<file path="src/rtl/bvh_pkg.sv">
`default_nettype none
// ============================================================================
//  Module   : bvh_pkg
//  Purpose  : Shared fixed-point, ray/box and node types for BVH traversal.
//  Revision : 1.0
// ============================================================================
package bvh_pkg;

   localparam int PKG_NODE_AW = 16;
   localparam int PKG_TRI_W   = 16;
   localparam int ROOT_IDX    = 0;

   typedef logic signed [31:0] fip_t;
   typedef fip_t  [0:2] vec3_t;
   typedef vec3_t [0:1] ray_t;     // [0] origin, [1] direction
   typedef vec3_t [0:1] bbox_t;    // [0] min, [1] max

   typedef struct packed {
      bbox_t                  bbox;
      logic                   leaf;
      logic [PKG_NODE_AW-1:0] left;
      logic [PKG_NODE_AW-1:0] right;
      logic [PKG_TRI_W-1:0]   tri_base;
      logic [PKG_TRI_W-1:0]   tri_cnt;
   } node_t;

   typedef enum logic [2:0] {
      ST_IDLE      = 3'd0,
      ST_FETCH     = 3'd1,
      ST_WAIT_NODE = 3'd2,
      ST_TEST      = 3'd3,
      ST_WAIT_TEST = 3'd4,
      ST_LEAF_OUT  = 3'd5,
      ST_POP       = 3'd6,
      ST_DONE      = 3'd7
   } trav_state_e;

endpackage
`default_nettype wire

</file>
<file path="src/rtl/bvh_trav_ctrl_if.sv">
`default_nettype none
// ============================================================================
//  Module   : bvh_trav_ctrl_if
//  Purpose  : Ray, node-memory, box-test and leaf-output bundle of the
//             traversal controller (master = controller, slave = environment).
//  Revision : 1.0
// ============================================================================
interface bvh_trav_ctrl_if
   import bvh_pkg::*;
#(
   parameter int NODE_AW = 16,
   parameter int TRI_W   = 16
);
   logic               i_ray_valid;
   ray_t               i_ray;
   logic               o_ray_ready;

   logic               o_node_rd;
   logic [NODE_AW-1:0] o_node_addr;
   logic               i_node_valid;
   bbox_t              i_node_bbox;
   logic               i_node_leaf;
   logic [NODE_AW-1:0] i_node_left;
   logic [NODE_AW-1:0] i_node_right;
   logic [TRI_W-1:0]   i_node_tri_base;
   logic [TRI_W-1:0]   i_node_tri_cnt;

   logic               o_box_en;
   ray_t               o_box_ray;
   bbox_t              o_box_bbox;
   logic               i_box_hit;

   logic               o_leaf_valid;
   logic               i_leaf_ready;
   logic [TRI_W-1:0]   o_leaf_tri_base;
   logic [TRI_W-1:0]   o_leaf_tri_cnt;

   modport master (
      input  i_ray_valid, i_ray,
      output o_ray_ready,
      output o_node_rd, o_node_addr,
      input  i_node_valid, i_node_bbox, i_node_leaf, i_node_left, i_node_right,
      input  i_node_tri_base, i_node_tri_cnt,
      output o_box_en, o_box_ray, o_box_bbox,
      input  i_box_hit,
      output o_leaf_valid, o_leaf_tri_base, o_leaf_tri_cnt,
      input  i_leaf_ready
   );

   modport slave (
      output i_ray_valid, i_ray,
      input  o_ray_ready,
      input  o_node_rd, o_node_addr,
      output i_node_valid, i_node_bbox, i_node_leaf, i_node_left, i_node_right,
      output i_node_tri_base, i_node_tri_cnt,
      input  o_box_en, o_box_ray, o_box_bbox,
      output i_box_hit,
      input  o_leaf_valid, o_leaf_tri_base, o_leaf_tri_cnt,
      output i_leaf_ready
   );
endinterface
`default_nettype wire

</file>
<file path="src/rtl/bvh_node_stack.sv">
`default_nettype none
// ============================================================================
//  Module   : bvh_node_stack
//  Purpose  : LIFO of pending node indices; rdata always shows the top entry.
//  Revision : 1.0
// ============================================================================
module bvh_node_stack #(
   parameter int STACK_DEPTH = 16,
   parameter int NODE_AW     = 16
) (
   input  wire logic               i_clk,
   input  wire logic               i_rst_n,
   input  wire logic               i_push,
   input  wire logic               i_pop,
   input  wire logic [NODE_AW-1:0] i_wdata,
   output logic      [NODE_AW-1:0] o_rdata,
   output logic                    o_empty,
   output logic                    o_full
);
   localparam int PW = $clog2(STACK_DEPTH);

   logic [NODE_AW-1:0] r_mem [STACK_DEPTH];
   logic [PW:0]        r_sp;
   logic [PW-1:0]      w_top_idx;

   // Wraps to DEPTH-1 when the stack is full (sp low bits are zero).
   assign w_top_idx = r_sp[PW-1:0] - 1'b1;
   assign o_rdata   = r_mem[w_top_idx];
   assign o_empty   = (r_sp == '0);
   assign o_full    = r_sp[PW];

   always_ff @(posedge i_clk or negedge i_rst_n) begin
      if (!i_rst_n) begin
         r_sp <= '0;
      end else if (i_push && !o_full) begin
         r_sp <= r_sp + 1'b1;
      end else if (i_pop && !o_empty) begin
         r_sp <= r_sp - 1'b1;
      end
   end

   always_ff @(posedge i_clk) begin
      if (i_push && !o_full) begin
         r_mem[r_sp[PW-1:0]] <= i_wdata;
      end
   end
endmodule
`default_nettype wire

</file>
<file path="src/rtl/bvh_trav_ctrl.sv">
`default_nettype none
// ============================================================================
//  Module   : bvh_trav_ctrl
//  Purpose  : Depth-first BVH walker feeding the box-test and triangle stages.
//             Optional BVH_TRAV_STATS_EN adds node/leaf visit counters.
//  Revision : 1.0
// ============================================================================
module bvh_trav_ctrl
   import bvh_pkg::*;
#(
   parameter int FRA_BITS    = 16,
   parameter int NODE_AW     = 16,
   parameter int STACK_DEPTH = 16,
   parameter int RIB_LAT     = 2,
   parameter int TRI_W       = 16
) (
   input  wire logic        i_clk,
   input  wire logic        i_rst_n,
   bvh_trav_ctrl_if.master  bus,
   output logic             o_busy,
   output logic             o_done,
   output logic             o_overflow,
   output logic [15:0]      o_stat_nodes,
   output logic [15:0]      o_stat_leaves
);
   localparam int LW = (RIB_LAT < 2) ? 1 : $clog2(RIB_LAT + 1);

   if (STACK_DEPTH < 2 || (STACK_DEPTH & (STACK_DEPTH - 1)) != 0 ||
       FRA_BITS < 0 || FRA_BITS > 31 || RIB_LAT < 1) begin : g_bad_cfg
      $error("bvh_trav_ctrl: unsupported parameter set");
   end

   trav_state_e        r_state;
   logic [NODE_AW-1:0] r_cur, r_left, r_right;
   ray_t               r_ray;
   bbox_t              r_bbox;
   logic               r_leaf;
   logic [TRI_W-1:0]   r_base, r_cnt;
   logic [LW-1:0]      r_lat;
   logic               r_node_rd, r_box_en, r_leaf_valid, r_busy, r_done, r_ovf;

   logic               w_hit_now, w_push, w_pop, w_empty, w_full;
   logic [NODE_AW-1:0] w_top;

   assign w_hit_now = (r_state == ST_WAIT_TEST) && (r_lat == LW'(1)) && bus.i_box_hit;
   assign w_push    = w_hit_now && !r_leaf && !w_full;
   assign w_pop     = (r_state == ST_POP) && !w_empty;

   bvh_node_stack #(
      .STACK_DEPTH (STACK_DEPTH),
      .NODE_AW     (NODE_AW)
   ) u_stack (
      .i_clk   (i_clk),
      .i_rst_n (i_rst_n),
      .i_push  (w_push),
      .i_pop   (w_pop),
      .i_wdata (r_right),
      .o_rdata (w_top),
      .o_empty (w_empty),
      .o_full  (w_full)
   );

   always_ff @(posedge i_clk or negedge i_rst_n) begin
      if (!i_rst_n) begin
         r_state      <= ST_IDLE;
         r_cur        <= '0;
         r_left       <= '0;
         r_right      <= '0;
         r_ray        <= '0;
         r_bbox       <= '0;
         r_leaf       <= 1'b0;
         r_base       <= '0;
         r_cnt        <= '0;
         r_lat        <= '0;
         r_node_rd    <= 1'b0;
         r_box_en     <= 1'b0;
         r_leaf_valid <= 1'b0;
         r_busy       <= 1'b0;
         r_done       <= 1'b0;
         r_ovf        <= 1'b0;
      end else begin
         r_node_rd <= 1'b0;
         r_box_en  <= 1'b0;
         r_done    <= 1'b0;
         case (r_state)
            ST_IDLE: begin
               if (bus.i_ray_valid) begin
                  r_ray     <= bus.i_ray;
                  r_cur     <= NODE_AW'(ROOT_IDX);
                  r_ovf     <= 1'b0;
                  r_busy    <= 1'b1;
                  r_node_rd <= 1'b1;
                  r_state   <= ST_FETCH;
               end
            end
            ST_FETCH: r_state <= ST_WAIT_NODE;
            ST_WAIT_NODE: begin
               if (bus.i_node_valid) begin
                  r_bbox   <= bus.i_node_bbox;
                  r_leaf   <= bus.i_node_leaf;
                  r_left   <= bus.i_node_left;
                  r_right  <= bus.i_node_right;
                  r_base   <= bus.i_node_tri_base;
                  r_cnt    <= bus.i_node_tri_cnt;
                  r_box_en <= 1'b1;
                  r_state  <= ST_TEST;
               end
            end
            ST_TEST: begin
               r_lat   <= LW'(RIB_LAT);
               r_state <= ST_WAIT_TEST;
            end
            ST_WAIT_TEST: begin
               if (r_lat == LW'(1)) begin
                  if (!bus.i_box_hit) begin
                     r_state <= ST_POP;
                  end else if (r_leaf) begin
                     r_leaf_valid <= 1'b1;
                     r_state      <= ST_LEAF_OUT;
                  end else begin
                     // A full stack drops the right subtree; the left one is still walked.
                     if (w_full) r_ovf <= 1'b1;
                     r_cur     <= r_left;
                     r_node_rd <= 1'b1;
                     r_state   <= ST_FETCH;
                  end
               end else begin
                  r_lat <= r_lat - 1'b1;
               end
            end
            ST_LEAF_OUT: begin
               if (bus.i_leaf_ready) begin
                  r_leaf_valid <= 1'b0;
                  r_state      <= ST_POP;
               end
            end
            ST_POP: begin
               if (w_empty) begin
                  r_done  <= 1'b1;
                  r_state <= ST_DONE;
               end else begin
                  r_cur     <= w_top;
                  r_node_rd <= 1'b1;
                  r_state   <= ST_FETCH;
               end
            end
            ST_DONE: begin
               r_busy  <= 1'b0;
               r_state <= ST_IDLE;
            end
            default: r_state <= ST_IDLE;
         endcase
      end
   end

`ifdef BVH_TRAV_STATS_EN
   logic [15:0] r_stat_nodes, r_stat_leaves;

   always_ff @(posedge i_clk or negedge i_rst_n) begin
      if (!i_rst_n) begin
         r_stat_nodes  <= '0;
         r_stat_leaves <= '0;
      end else if (r_state == ST_IDLE && bus.i_ray_valid) begin
         r_stat_nodes  <= '0;
         r_stat_leaves <= '0;
      end else begin
         if (r_state == ST_TEST && r_stat_nodes != 16'hFFFF)
            r_stat_nodes <= r_stat_nodes + 1'b1;
         if (r_state == ST_LEAF_OUT && bus.i_leaf_ready && r_stat_leaves != 16'hFFFF)
            r_stat_leaves <= r_stat_leaves + 1'b1;
      end
   end

   assign o_stat_nodes  = r_stat_nodes;
   assign o_stat_leaves = r_stat_leaves;
`else
   assign o_stat_nodes  = '0;
   assign o_stat_leaves = '0;
`endif

   assign bus.o_ray_ready     = (r_state == ST_IDLE);
   assign bus.o_node_rd       = r_node_rd;
   assign bus.o_node_addr     = r_cur;
   assign bus.o_box_en        = r_box_en;
   assign bus.o_box_ray       = r_ray;
   assign bus.o_box_bbox      = r_bbox;
   assign bus.o_leaf_valid    = r_leaf_valid;
   assign bus.o_leaf_tri_base = r_base;
   assign bus.o_leaf_tri_cnt  = r_cnt;
   assign o_busy              = r_busy;
   assign o_done              = r_done;
   assign o_overflow          = r_ovf;
endmodule
`default_nettype wire

</file>
<file path="src/flat_wrapper.sv">
// flat-port wrapper written by rule: the top's interface ports become plain ports
module bvh_trav_ctrl_flat import bvh_pkg::*;
#(
   parameter int FRA_BITS    = 16,
   parameter int NODE_AW     = 16,
   parameter int STACK_DEPTH = 16,
   parameter int RIB_LAT     = 2,
   parameter int TRI_W       = 16
)
  (i_clk, i_rst_n, o_busy, o_done, o_overflow, o_stat_nodes, o_stat_leaves, bus_i_ray_valid, bus_i_ray, bus_o_ray_ready, bus_o_node_rd, bus_o_node_addr, bus_i_node_valid, bus_i_node_bbox, bus_i_node_leaf, bus_i_node_left, bus_i_node_right, bus_i_node_tri_base, bus_i_node_tri_cnt, bus_o_box_en, bus_o_box_ray, bus_o_box_bbox, bus_i_box_hit, bus_o_leaf_valid, bus_o_leaf_tri_base, bus_o_leaf_tri_cnt, bus_i_leaf_ready);
  bvh_trav_ctrl_if #(.NODE_AW(NODE_AW), .TRI_W(TRI_W)) bus_i ();
  input  wire logic i_clk;
  input  wire logic i_rst_n;
  output logic o_busy;
  output logic o_done;
  output logic o_overflow;
  output logic [15:0] o_stat_nodes;
  output logic [15:0] o_stat_leaves;
  input wire logic [$bits(bus_i.i_ray_valid)-1:0] bus_i_ray_valid;
  input wire logic [$bits(bus_i.i_ray)-1:0] bus_i_ray;
  output wire logic [$bits(bus_i.o_ray_ready)-1:0] bus_o_ray_ready;
  output wire logic [$bits(bus_i.o_node_rd)-1:0] bus_o_node_rd;
  output wire logic [$bits(bus_i.o_node_addr)-1:0] bus_o_node_addr;
  input wire logic [$bits(bus_i.i_node_valid)-1:0] bus_i_node_valid;
  input wire logic [$bits(bus_i.i_node_bbox)-1:0] bus_i_node_bbox;
  input wire logic [$bits(bus_i.i_node_leaf)-1:0] bus_i_node_leaf;
  input wire logic [$bits(bus_i.i_node_left)-1:0] bus_i_node_left;
  input wire logic [$bits(bus_i.i_node_right)-1:0] bus_i_node_right;
  input wire logic [$bits(bus_i.i_node_tri_base)-1:0] bus_i_node_tri_base;
  input wire logic [$bits(bus_i.i_node_tri_cnt)-1:0] bus_i_node_tri_cnt;
  output wire logic [$bits(bus_i.o_box_en)-1:0] bus_o_box_en;
  output wire logic [$bits(bus_i.o_box_ray)-1:0] bus_o_box_ray;
  output wire logic [$bits(bus_i.o_box_bbox)-1:0] bus_o_box_bbox;
  input wire logic [$bits(bus_i.i_box_hit)-1:0] bus_i_box_hit;
  output wire logic [$bits(bus_i.o_leaf_valid)-1:0] bus_o_leaf_valid;
  output wire logic [$bits(bus_i.o_leaf_tri_base)-1:0] bus_o_leaf_tri_base;
  output wire logic [$bits(bus_i.o_leaf_tri_cnt)-1:0] bus_o_leaf_tri_cnt;
  input wire logic [$bits(bus_i.i_leaf_ready)-1:0] bus_i_leaf_ready;
  assign bus_i.i_ray_valid = bus_i_ray_valid;
  assign bus_i.i_ray = bus_i_ray;
  assign bus_o_ray_ready = bus_i.o_ray_ready;
  assign bus_o_node_rd = bus_i.o_node_rd;
  assign bus_o_node_addr = bus_i.o_node_addr;
  assign bus_i.i_node_valid = bus_i_node_valid;
  assign bus_i.i_node_bbox = bus_i_node_bbox;
  assign bus_i.i_node_leaf = bus_i_node_leaf;
  assign bus_i.i_node_left = bus_i_node_left;
  assign bus_i.i_node_right = bus_i_node_right;
  assign bus_i.i_node_tri_base = bus_i_node_tri_base;
  assign bus_i.i_node_tri_cnt = bus_i_node_tri_cnt;
  assign bus_o_box_en = bus_i.o_box_en;
  assign bus_o_box_ray = bus_i.o_box_ray;
  assign bus_o_box_bbox = bus_i.o_box_bbox;
  assign bus_i.i_box_hit = bus_i_box_hit;
  assign bus_o_leaf_valid = bus_i.o_leaf_valid;
  assign bus_o_leaf_tri_base = bus_i.o_leaf_tri_base;
  assign bus_o_leaf_tri_cnt = bus_i.o_leaf_tri_cnt;
  assign bus_i.i_leaf_ready = bus_i_leaf_ready;
  bvh_trav_ctrl #(.FRA_BITS(FRA_BITS), .NODE_AW(NODE_AW), .STACK_DEPTH(STACK_DEPTH), .RIB_LAT(RIB_LAT), .TRI_W(TRI_W)) u_core (.i_clk(i_clk), .i_rst_n(i_rst_n), .bus(bus_i), .o_busy(o_busy), .o_done(o_done), .o_overflow(o_overflow), .o_stat_nodes(o_stat_nodes), .o_stat_leaves(o_stat_leaves));
endmodule
</file>
<file path="config.mk">
export PLATFORM = sky130hd
export DESIGN_NAME = bvh_trav_ctrl_flat
export DESIGN_NICKNAME = d
export VERILOG_FILES = /design/src/rtl/bvh_pkg.sv /design/src/rtl/bvh_trav_ctrl_if.sv /design/src/rtl/bvh_node_stack.sv /design/src/rtl/bvh_trav_ctrl.sv /design/src/flat_wrapper.sv
export SDC_FILE = /design/constraint.sdc
export NUM_CORES = 1
export LEC_CHECK = 0
export CAP_MARGIN = 20
export CORE_AREA = 2 2 364 366
export CTS_BUF_LIST = sky130_fd_sc_hd__clkbuf_4 sky130_fd_sc_hd__clkbuf_8 sky130_fd_sc_hd__clkbuf_16
export DETAILED_ROUTE_END_ITERATION = 12
export DIE_AREA = 0 0 366 368
export GPL_TIMING_DRIVEN = 0
export PLACE_DENSITY = 0.5
export SETUP_SLACK_MARGIN = 0.3
export SLEW_MARGIN = 30
export SYNTH_ARGS = -nofsm -noshare
export SYNTH_HDL_FRONTEND = slang
export SYNTH_SLANG_ARGS = --single-unit
export TNS_END_PERCENT = 30
</file>
<file path="constraint.sdc">
create_clock -name i_clk -period 2.7 [get_ports i_clk]
set_input_delay 0.675 -clock i_clk [delete_from_list [all_inputs] [get_ports i_clk]]
set_output_delay 0.675 -clock i_clk [all_outputs]
set_load 0.03 [all_outputs]
</file>
==> run metrics <==
status completed; Int Pwr roughly 0.036 W; most frequent cell after synthesis dfrtp_1; core area between 100,000 and 150,000 um^2; Worst-Margin Slew between 800 and 900 ps; first-pass GRT wire length ~170 mm; Slowest-stage cell, CP nor4_4; r2r startpoint u_core.u_stack.r_sp[0]$_DFFE_PN0P_; post-synthesis mux area share ~23%; Final Max Tran Viols 0; Setup crit start kind flop; CP max FO 6; Critical path origin u_core.u_stack.r_sp[0]$_DFFE_PN0P_; nets 3,131; Netlist Area Pre-Place between 20,000 and 30,000 um^2; Sw Share 40.8%; Syn-to-layout area delta 55.2%; largest family of logic cells by synthesized area multiplexers; Pwr Density about 1400 nW/um^2; Max clock buf depth 3; number of H-tree levels 3; Commonest cells post-synth dfrtp_1 (481), mux2_2 (450), edfxtp_1 (256); Final Hold Fails 0; Num CTS Buffers 87; Crit Path Category reg -> reg; 1st-pass router iterations 5; final setup TNS 0 ps; chip height 368 um; Place WS -1310 ps; die width 366 um; Post-Synth Adder-Cell Area 0.466%; post-synthesis area per instance 17.6 um^2; CTS Root Cell clkbuf_16; Boundary Pins between 900 and 1,000; clock skew around 46 ps; clk sinks roughly 740; WL per Instance 27.6 um; NetSw around 0.025 W; leakage power roughly 18 nW; hold wc startpoint u_core.bus.o_box_bbox[154]$_DFFE_PN0P_; Final GP Congestion ~0.85; Crit path max-delay family buffers and inverters; Period Utilization, post-route between 90% and 100%; WP buf/inv 5; final worst setup slack ~220 ps; vias in the first global route 19,200; Reg clk slew, reported paths 60 ps; max_slew headroom 43.2%; Post-Synth Simple-Gate Area around 3.4%; Fmax slightly above 0.4 GHz; Synth Area in XOR/XNOR less than 1%; hpwl dp 98.8 mm; CP endpoint kind flop; worst path required time between 3000 and 4000 ps; largest net degree at the start of global routing 71; Hold Slack about 500 ps; DRC Markers 0; Final Core Density around 34%; EDFF count, synth 256; flops & latches, synth 737; remaining antenna violation count after routing 0; count of input and output buffers 893; CP peak stage delay 460 ps; Max Cap Viol 0; Starting Density around 22%; sequential area share after synthesis a little under 70%; Clk pwr share 20.1%; Post-Synthesis Cells 1,614; RSZ-0062 raised after global routing yes; final-report setup violation count 0; Ys Warns 0; initial antenna violation count between 50 and 60; Clock Latency Late Sink about 700 ps; Synth top area share between 40% and 50%; Distinct cells, synth 48; vias between 15,000 and 20,000; Synth Area in Compound Gates roughly 1.5%; final worst path period need between 2000 and 2500 ps; CP Cell Sequence buf_8 > inv_8 > ha_4 > clkbuf_16 > buf_12 > clkbuf_16 > mux4_2 > nor2b_4 > nor4_4 > o22ai_1; FFs w/ async S/R, synth 65.3%; CTS tree done; Top FF cell, synth dfrtp_1; Vias/cell approximately 4.1; CP most frequent cell clkbuf_16; layout cells sized above 1 approximately a third; total gr overflow 0; sequential share of power roughly 31%; Initial DRC Count around 1,100; drt total wl between 100 and 150 mm; arrival time at the worst endpoint a little over 3000 ps; Tot GR Track Use about 18%; VDD IR max a little under 0.7 mV; Non-Filler Instances about 4,500; worst hold path type reg -> reg; die area approximately 130,000 um^2; num rows ~130; placed cell count around 4,300; dominant cells by area after synthesis dfrtp_1 (42%), edfxtp_1 (27%), mux2_2 (18%); Logic pwr share 48.9%; biggest area consumer among synthesized cells dfrtp_1
==> power groups by stage <==
stage	clock network (W)	logic (W)	registers (W)
6_report	0.0121	0.0294	0.0187
4_1_cts	0.0124	0.0299	0.0187
3_5_place_dp	0	0.0283	0.0189
2_1_floorplan	0	0.00809	0.0247
5_1_grt	0.0129	0.0306	0.0192
3_3_place_gp	0	0.0281	0.0189
==> logic make-up (layout without fill, tap and decap cells) <==
group / after synthesis / count (layout)
flip-flops: 737 / 737
multiplexers: 514 / 514
AND/OR/NAND/NOR: 163 / 163
adder cells (fa/ha/maj): 10 / 10
AO/OA/AOI/OAI: 64 / 64
buffers and inverters: 122 / 1211
other: 1 / 42
XOR/XNOR: 3 / 3
==> worst paths after layout <==
| check | depth (start not counted) | endpoint | slack, ps |
|---|---|---|---|
| setup / recovery | 10 | u_core.bus.o_node_addr[11]$_DFFE_PN0P_ | 220 |
| hold / removal | 1 | u_core.bus.o_box_bbox[154]$_DFFE_PN0P_ | 500 |
| setup reg to reg | 10 | u_core.bus.o_node_addr[11]$_DFFE_PN0P_ | 220 |
| hold reg to reg | 1 | u_core.bus.o_box_bbox[154]$_DFFE_PN0P_ | 500 |
| max in group asynchronous | 5 | u_core.bus.o_box_ray[75]$_DFFE_PN0P_ | 570 |
| min in group asynchronous | 2 | u_core.bus.o_leaf_tri_base[12]$_DFFE_PN0P_ | 530 |
==> state kept, by name, summed over array words and instances (netlist names) <==
register / cells
u_core.bus.o_box_bbox: 192
u_core.bus.o_box_en: 1
u_core.bus.o_box_ray: 192
u_core.bus.o_leaf_tri_base: 16
u_core.bus.o_leaf_tri_cnt: 16
u_core.bus.o_leaf_valid: 1
u_core.bus.o_node_addr: 16
u_core.bus.o_node_rd: 1
u_core.o_busy: 1
u_core.o_done: 1
u_core.o_overflow: 1
u_core.r_lat: 2
u_core.r_leaf: 1
u_core.r_left: 16
u_core.r_right: 16
u_core.r_state: 3
u_core.u_stack.r_mem: 256
u_core.u_stack.r_sp: 5
==> through the flow <==
step,power [W],area [um^2]
after global routing,0.0627,44100
after global placement,0.0469,39700
after CTS,0.0611,43700
final,0.0602,44100
after detailed placement,0.0472,40000
after floorplan,0.0328,28600
==> what timing repair did <==
action                     4_1_cts  5_1_grt
cloned                           2        0
setup endpoints to repair     1165      779
hold buffers                     1        0
hold endpoints to repair        52        0
pin swaps                       26       15
setup buffers                   17       10
resized for setup              211      199
==> placed cells by master (no fill, tap or decap), drive strengths merged, types with 2 or more instances in the layout <==
master and count:
clkinvlp 3, conb 32, a21o 3, nand2b 3, edfxtp 256, o32ai 2
dlymetal6s2s 136, buf 130, o21ai 9, nor3b 2, mux2 450, and2b 11
inv 12, nor2 28, clkbuf 157, diode 10, a21oi 23, and3 5
nor2b 59, o32a 2, nand3 2, bufinv 5, xnor2 2, nand2 14
mux4 64, nor3 3, ha 9, and2 15, o22ai 17, clkdlybuf4s50 700
a2bb2oi 2, nor4 17, dfrtp 481, clkinv 26, dlygate4sd2 41
==> final cells by class <==
cell class	instances	area, um^2
Tap cell	1755	2200
Timing Repair Buffer	932	9650
Sequential cell	737	19700
Fill cell	13000	86700
Buffer	112	968
Antenna cell	10	25.0
Multi-Input combinational cell	786	8590
Clock buffer	121	2490
Inverter	10	47.5
Clock inverter	36	434
==> metal layers <==
layer / global-route usage [%] / vias to the layer above / share of wire [%]
li1: - / 8054 / -
met1: 20.6 / 9575 / 38
met2: 29.7 / 664 / 48
met3: 9.39 / 207 / 11
met4: 3.94 / 90 / 2.2
met5: 0 / - / 0.45
No activity file was read; power rests on OpenSTA's default activity.
